--- src/rtl/ray_pixel_scheduler_pkg.sv ---
// Shared types for the pixel scheduler: FSM state encoding and integer-to-fixed-point conversion.
// Latency: none (types and a pure function only); backpressure: not applicable.
package ray_pixel_scheduler_pkg;

   typedef enum logic [1:0] {
      SCHED_IDLE  = 2'd0,
      SCHED_ISSUE = 2'd1,
      SCHED_DRAIN = 2'd2,
      SCHED_DONE  = 2'd3
   } sched_state_t;

   // Caller truncates to its fixed-point width; the parameter constraint rules out overflow.
   function automatic logic [63:0] fp_from_int(input logic [31:0] count, input int unsigned frac);
      return {32'd0, count} << frac;
   endfunction

endpackage

--- src/rtl/ray_pixel_scheduler_raster_counter.sv ---
// Row-major h/v raster counter with synchronous clear, advance enable and a combinational last-pixel flag.
// Latency: new position visible the cycle after advance_in; backpressure: holds position while advance_in is low.
module raster_counter #(
   parameter int DISPLAY_WIDTH  = 640,
   parameter int DISPLAY_HEIGHT = 480,
   parameter int H_BITS         = 10,
   parameter int V_BITS         = 10
) (
   input  logic              clk_in,
   input  logic              rst_in,
   input  logic              clear_in,
   input  logic              advance_in,
   output logic [H_BITS-1:0] hcount_out,
   output logic [V_BITS-1:0] vcount_out,
   output logic              last_out
);

   logic last_col;

   assign last_col = (hcount_out == H_BITS'(DISPLAY_WIDTH - 1));
   assign last_out = last_col && (vcount_out == V_BITS'(DISPLAY_HEIGHT - 1));

   always_ff @(posedge clk_in or posedge rst_in) begin
      if (rst_in) begin
         hcount_out <= '0;
         vcount_out <= '0;
      end else if (clear_in) begin
         hcount_out <= '0;
         vcount_out <= '0;
      end else if (advance_in) begin
         if (last_col) begin
            hcount_out <= '0;
            vcount_out <= last_out ? '0 : vcount_out + V_BITS'(1);
         end else begin
            hcount_out <= hcount_out + H_BITS'(1);
         end
      end
   end

endmodule

--- src/rtl/ray_pixel_scheduler.sv ---
// Frame sequencer: issues raster pixels row-major over valid/ready, credit-limited to MAX_INFLIGHT rays in flight.
// Latency: first gen_valid_out 1 cycle after start_in; gen_ready_in low holds the pixel. SCHED_PERF_CNT_EN adds stall_cycles_out.
module ray_pixel_scheduler
   import ray_pixel_scheduler_pkg::*;
#(
   parameter int DISPLAY_WIDTH  = 640,
   parameter int DISPLAY_HEIGHT = 480,
   parameter int H_BITS         = 10,
   parameter int V_BITS         = 10,
   parameter int FP_BITS        = 32,
   parameter int FP_FRAC        = 16,
   parameter int MAX_INFLIGHT   = 8,
   parameter int CRED_BITS      = 4
) (
   input  logic                   clk_in,
   input  logic                   rst_in,
   input  logic                   start_in,
   input  logic [3*FP_BITS-1:0]   cam_forward_in,
   output logic                   gen_valid_out,
   input  logic                   gen_ready_in,
   output logic [H_BITS-1:0]      hcount_out,
   output logic [V_BITS-1:0]      vcount_out,
   output logic [FP_BITS-1:0]     hcount_fp_out,
   output logic [FP_BITS-1:0]     vcount_fp_out,
   output logic [3*FP_BITS-1:0]   cam_forward_out,
   input  logic                   ret_in,
   output logic                   busy_out,
   output logic                   frame_done_out,
   output logic                   err_out
`ifdef SCHED_PERF_CNT_EN
   ,
   output logic [31:0]            stall_cycles_out
`endif
);

   localparam logic [CRED_BITS-1:0] MAX_CRED = CRED_BITS'(MAX_INFLIGHT);

   sched_state_t         state, state_nxt;
   logic [CRED_BITS-1:0] inflight;
   logic                 valid_hold, credit_ok, xfer, ret_ok, last_pix;
   logic                 raster_clr, cam_load;

   // valid_hold keeps an offered pixel up even if the credit count changes before the transfer
   assign credit_ok     = (inflight < MAX_CRED);
   assign gen_valid_out = (state == SCHED_ISSUE) && (valid_hold || credit_ok);
   assign xfer          = gen_valid_out && gen_ready_in;
   assign ret_ok        = ret_in && (inflight != '0);

   raster_counter #(
      .DISPLAY_WIDTH (DISPLAY_WIDTH),
      .DISPLAY_HEIGHT(DISPLAY_HEIGHT),
      .H_BITS        (H_BITS),
      .V_BITS        (V_BITS)
   ) u_raster (
      .clk_in    (clk_in),
      .rst_in    (rst_in),
      .clear_in  (raster_clr),
      .advance_in(xfer),
      .hcount_out(hcount_out),
      .vcount_out(vcount_out),
      .last_out  (last_pix)
   );

   assign hcount_fp_out   = FP_BITS'(fp_from_int(32'(hcount_out), FP_FRAC));
   assign vcount_fp_out   = FP_BITS'(fp_from_int(32'(vcount_out), FP_FRAC));

   always_ff @(posedge clk_in or posedge rst_in) begin
      if (rst_in) state <= SCHED_IDLE;
      else        state <= state_nxt;
   end

   always_comb begin
      state_nxt      = state;
      raster_clr     = 1'b0;
      cam_load       = 1'b0;
      busy_out       = (state != SCHED_IDLE);
      frame_done_out = (state == SCHED_DONE);
      case (state)
         SCHED_IDLE: begin
            if (start_in) begin
               state_nxt  = SCHED_ISSUE;
               raster_clr = 1'b1;
               cam_load   = 1'b1;
            end
         end
         SCHED_ISSUE: if (xfer && last_pix) state_nxt = SCHED_DRAIN;
         // leave as soon as the last outstanding ray retires, not a cycle later
         SCHED_DRAIN: if ((inflight == '0) || ((inflight == CRED_BITS'(1)) && ret_in)) state_nxt = SCHED_DONE;
         SCHED_DONE:  state_nxt = SCHED_IDLE;
         default:     state_nxt = SCHED_IDLE;
      endcase
   end

   always_ff @(posedge clk_in or posedge rst_in) begin
      if (rst_in) begin
         inflight        <= '0;
         valid_hold      <= 1'b0;
         err_out         <= 1'b0;
         cam_forward_out <= '0;
      end else begin
         valid_hold <= gen_valid_out && !gen_ready_in;
         if (ret_in && (inflight == '0)) err_out <= 1'b1;
         if (xfer && !ret_ok)      inflight <= inflight + CRED_BITS'(1);
         else if (!xfer && ret_ok) inflight <= inflight - CRED_BITS'(1);
         if (cam_load) cam_forward_out <= cam_forward_in;
      end
   end

`ifdef SCHED_PERF_CNT_EN
   always_ff @(posedge clk_in or posedge rst_in) begin
      if (rst_in)
         stall_cycles_out <= '0;
      else if (cam_load)
         stall_cycles_out <= '0;
      else if ((state == SCHED_ISSUE) && !xfer && (stall_cycles_out != '1))
         stall_cycles_out <= stall_cycles_out + 32'd1;
   end
`endif

endmodule

--- config.mk ---
export PLATFORM = sky130hd
export DESIGN_NAME = ray_pixel_scheduler
export DESIGN_NICKNAME = d
export VERILOG_FILES = /design/src/rtl/ray_pixel_scheduler_pkg.sv /design/src/rtl/ray_pixel_scheduler_raster_counter.sv /design/src/rtl/ray_pixel_scheduler.sv
export SDC_FILE = /design/constraint.sdc
export NUM_CORES = 1
export LEC_CHECK = 0
export ABC_AREA = 1
export CORE_UTILIZATION = 37
export CTS_CLUSTER_SIZE = 12
export DETAILED_ROUTE_END_ITERATION = 16
export PLACE_DENSITY = 0.79
export SYNTH_ARGS = -nofsm -noshare
export SYNTH_HDL_FRONTEND = slang
export SYNTH_SLANG_ARGS = --single-unit
--- constraint.sdc ---
create_clock -name clk_in -period 4.8 [get_ports clk_in]
set_input_delay 1.44 -clock clk_in [delete_from_list [all_inputs] [get_ports clk_in]]
set_output_delay 1.44 -clock clk_in [all_outputs]
set_load 0.01 [all_outputs]
==> run metrics <==
Worst Path Class, Setup reg2out; Die W between 100 and 150 µm; grt ovf 0; Maximum Capacitance Violations 0; worst-skew pair later-pin latency just over 0.4 ns; Post-Syn Area per Cell 8.338 µm²; Vias 5,069; most frequent cells in the layout nand2_1 (341), clkdlybuf4s50_1 (240), dfrtp_1 (124); final HPWL from detailed placement 10.88 mm; GPL Wtd Cong 0.7975; nets@finish just over 1,000; std cell rows 45; Gate Count Post-Synth 706; final instance area between 8000 and 9000 µm²; Die ar. between 15,000 and 20,000 µm²; CTS sink cnt 124; Distinct cells, synth 34; Placement Cell Area approximately 8200 µm²; I/O pin count 285; PD cells between 600 and 700 nW/µm²; CP arrival roughly 1.9 ns; routed length per instance around 13 µm; number of global-route vias before repair 4,921; WP buf/inv 3; initial drt markers 278; HP Class reg2reg; critical path peak fanout 4; Total GRT Usage about a fifth; first-pass GRT wire length 24.67 mm; crit path capture gen_valid_out; Period Utilization, post-route 70.03%; CTS tree done; Setup Total Neg Slack 0 ns; Post-Synth Adder-Cell Area 2.338%; Synth Cell Area 5887 µm²; Residual DRC 0; worst r2r path cells 9; Syn-to-layout area delta 49.56%; cts bufs inserted 17; Tightest Pin Transition a little under 0.9 ns; most common cell after layout, fill and taps aside nand2_1; post-CTS setup buffers 0; FF-to-FF setup slack 2.48 ns; filler cell count 1,344; Crit. path cell count 5; multiplexer share of the synthesized area 0%; Simple-Gate Fraction of Synth Area 28.86%; status finished, final reports clean; Final Hold Vio Count 0; RSZ-0062 raised after global routing no; setup slack at placement 1.292 ns; Hold Buf Count CTS 0; initial antenna violation count 0; Crit. End Element output pin; vias per std cell about 4.4; first-pass detailed-route iteration total 4; final wirelength about 15 mm; clock root buffer master clkbuf_16; CP max-delay cell clkdlybuf4s50_1; sequential share of the synthesized area 52.71%; fraction of layout cells with a size suffix above 1 7.128%; critical path startpoint category flip-flop; setup violators final 0; Core Box Area 15,370 µm²; number of synthesized register bits ~120; fin util 57.28%; CP cell instances inv_1, ha_1, inv_1, nor2_4, clkdlybuf4s50_1; Final Max Tran Viols 0; CTS max path bufs 2; Critical Path RT 3.36 ns; Synth Area in Compound Gates 2.614%; final hold slack 0.4773 ns; antenna viol nets, final 0; # port buffers 240; Starting Density 38.30%; LEAKAGE between 4 and 5 nW; family with the most delay on the worst path buffers and inverters; CTS resizes 0; skew final 0.01608 ns; YS warnings 0; clock-pin slew on the worst setup and hold paths ~0.06 ns; FMAX around 300 MHz; final worst slack 1.438 ns; CP most frequent cell inv_1; Worst Setup SP state[1]$_DFFE_PP0P_; largest family of logic cells by synthesized area simple AND/OR/NAND/NOR gates; Worst path max stage delay 0.57 ns; crit path time final approximately 3.4 ns; Worst VDD drop 0.3398 mV; Worst slew margin between 40 and 50%; largest net degree at the start of global routing 85; H-tree depth 4; die height roughly 130 µm; reg2reg end inflight[3]$_DFFE_PP0P_; number of diodes 0; reg-to-reg startpoint state[1]$_DFFE_PP0P_; xor/xnor share of the synthesized area 1.041%
[worst min path at each step]
stage                                       to  slack [ns]                             from  cells after the start
2_1_floorplan          inflight[1]$_DFFE_PP0P_        0.48          inflight[1]$_DFFE_PP0P_                      2
3_3_place_gp               err_out$_DFFE_PP0P_        0.46              err_out$_DFFE_PP0P_                      1
3_5_place_dp               err_out$_DFFE_PP0P_        0.46              err_out$_DFFE_PP0P_                      1
4_1_cts        cam_forward_out[28]$_DFFE_PP0P_        0.48  cam_forward_out[28]$_DFFE_PP0P_                      2
5_1_grt        cam_forward_out[92]$_DFFE_PP0P_        0.50  cam_forward_out[92]$_DFFE_PP0P_                      2
6_report       cam_forward_out[28]$_DFFE_PP0P_        0.48  cam_forward_out[28]$_DFFE_PP0P_                      2
[cells in the mapped netlist (all sizes together)]
cell    number  area share, %
a21oi        4           0.34
xor2         6           0.89
nand4        6           0.85
o21ai       18            1.7
nand2      349             23
a31o         1           0.15
buf         78            9.6
dfrtp      124             53
a31oi        1           0.11
nand3       20            1.7
o21bai       1           0.13
or2          2           0.21
nor3         4           0.43
conb         1          0.064
nor2        31            2.6
nand3b       1           0.13
o21a         1           0.13
o22ai        1           0.11
nor3b        1           0.13
inv         34            2.2
xnor2        1           0.15
clkbuf      10           0.64
ha          11            2.3
[per-stage QoR]
stage	std cells	power, mW
floorplan	749	2.824
global placement	1119	3.948
detailed placement	1119	4.003
CTS	1151	5.362
global route	1151	5.654
finish	1151	5.305
[report_power, final]
group          switching, mW  internal [mW]  total (mW)
sequential             0.298           1.49        1.79
combinational           1.07           1.13        2.20
clock                  0.473          0.849        1.32
[cell families (layout without fill, tap and decap cells)]
kind of cell / Yosys count / after routing
DFF: 124 / 124
adders and majority gates: 11 / 11
buffers and inverters: 122 / 313
xor gates and xnor gates: 7 / 7
and+or+nand+nor: 414 / 414
AOI/OAI and AO/OA: 27 / 27
other: 1 / 44
[flip-flops by register name (all words and copies together), names as in the netlist]
register	cells
err_out	1
u_raster.vcount_out	10
cam_forward_out	96
inflight	4
state	2
valid_hold	1
u_raster.hcount_out	10
[routing by layer]
| layer | GRT usage [%] | wire length [µm] | up-vias |
|---|---|---|---|
| met2 | 31.65 | 7445 | 191 |
| met4 | 6.851 | 272 | 0 |
| met3 | 7.053 | 1159 | 21 |
| li1 | - | - | 2490 |
| met5 | 0 | 0 | - |
| met1 | 23.84 | 6401 | 2367 |
[worst min-delay path, stage by stage, from the launching register on]
cell and delay, ns:
dfrtp_1 0.34, nand2_1 0.05, nand2_1 0.05
[final cells by class]
type / count / area (µm²) / area share, %
clock buffers: 24 / 511.7 / 5.812
clock inverters: 8 / 106.4 / 1.208
inverters: 34 / 130.1 / 1.478
multi-input cells: 503 / 2222 / 25.24
flip-flops and latches: 124 / 3103 / 35.24
well taps: 211 / 264.0 / 2.998
repair buffers: 247 / 2467 / 28.02
Note: power is estimated with default switching activity, not from simulation.
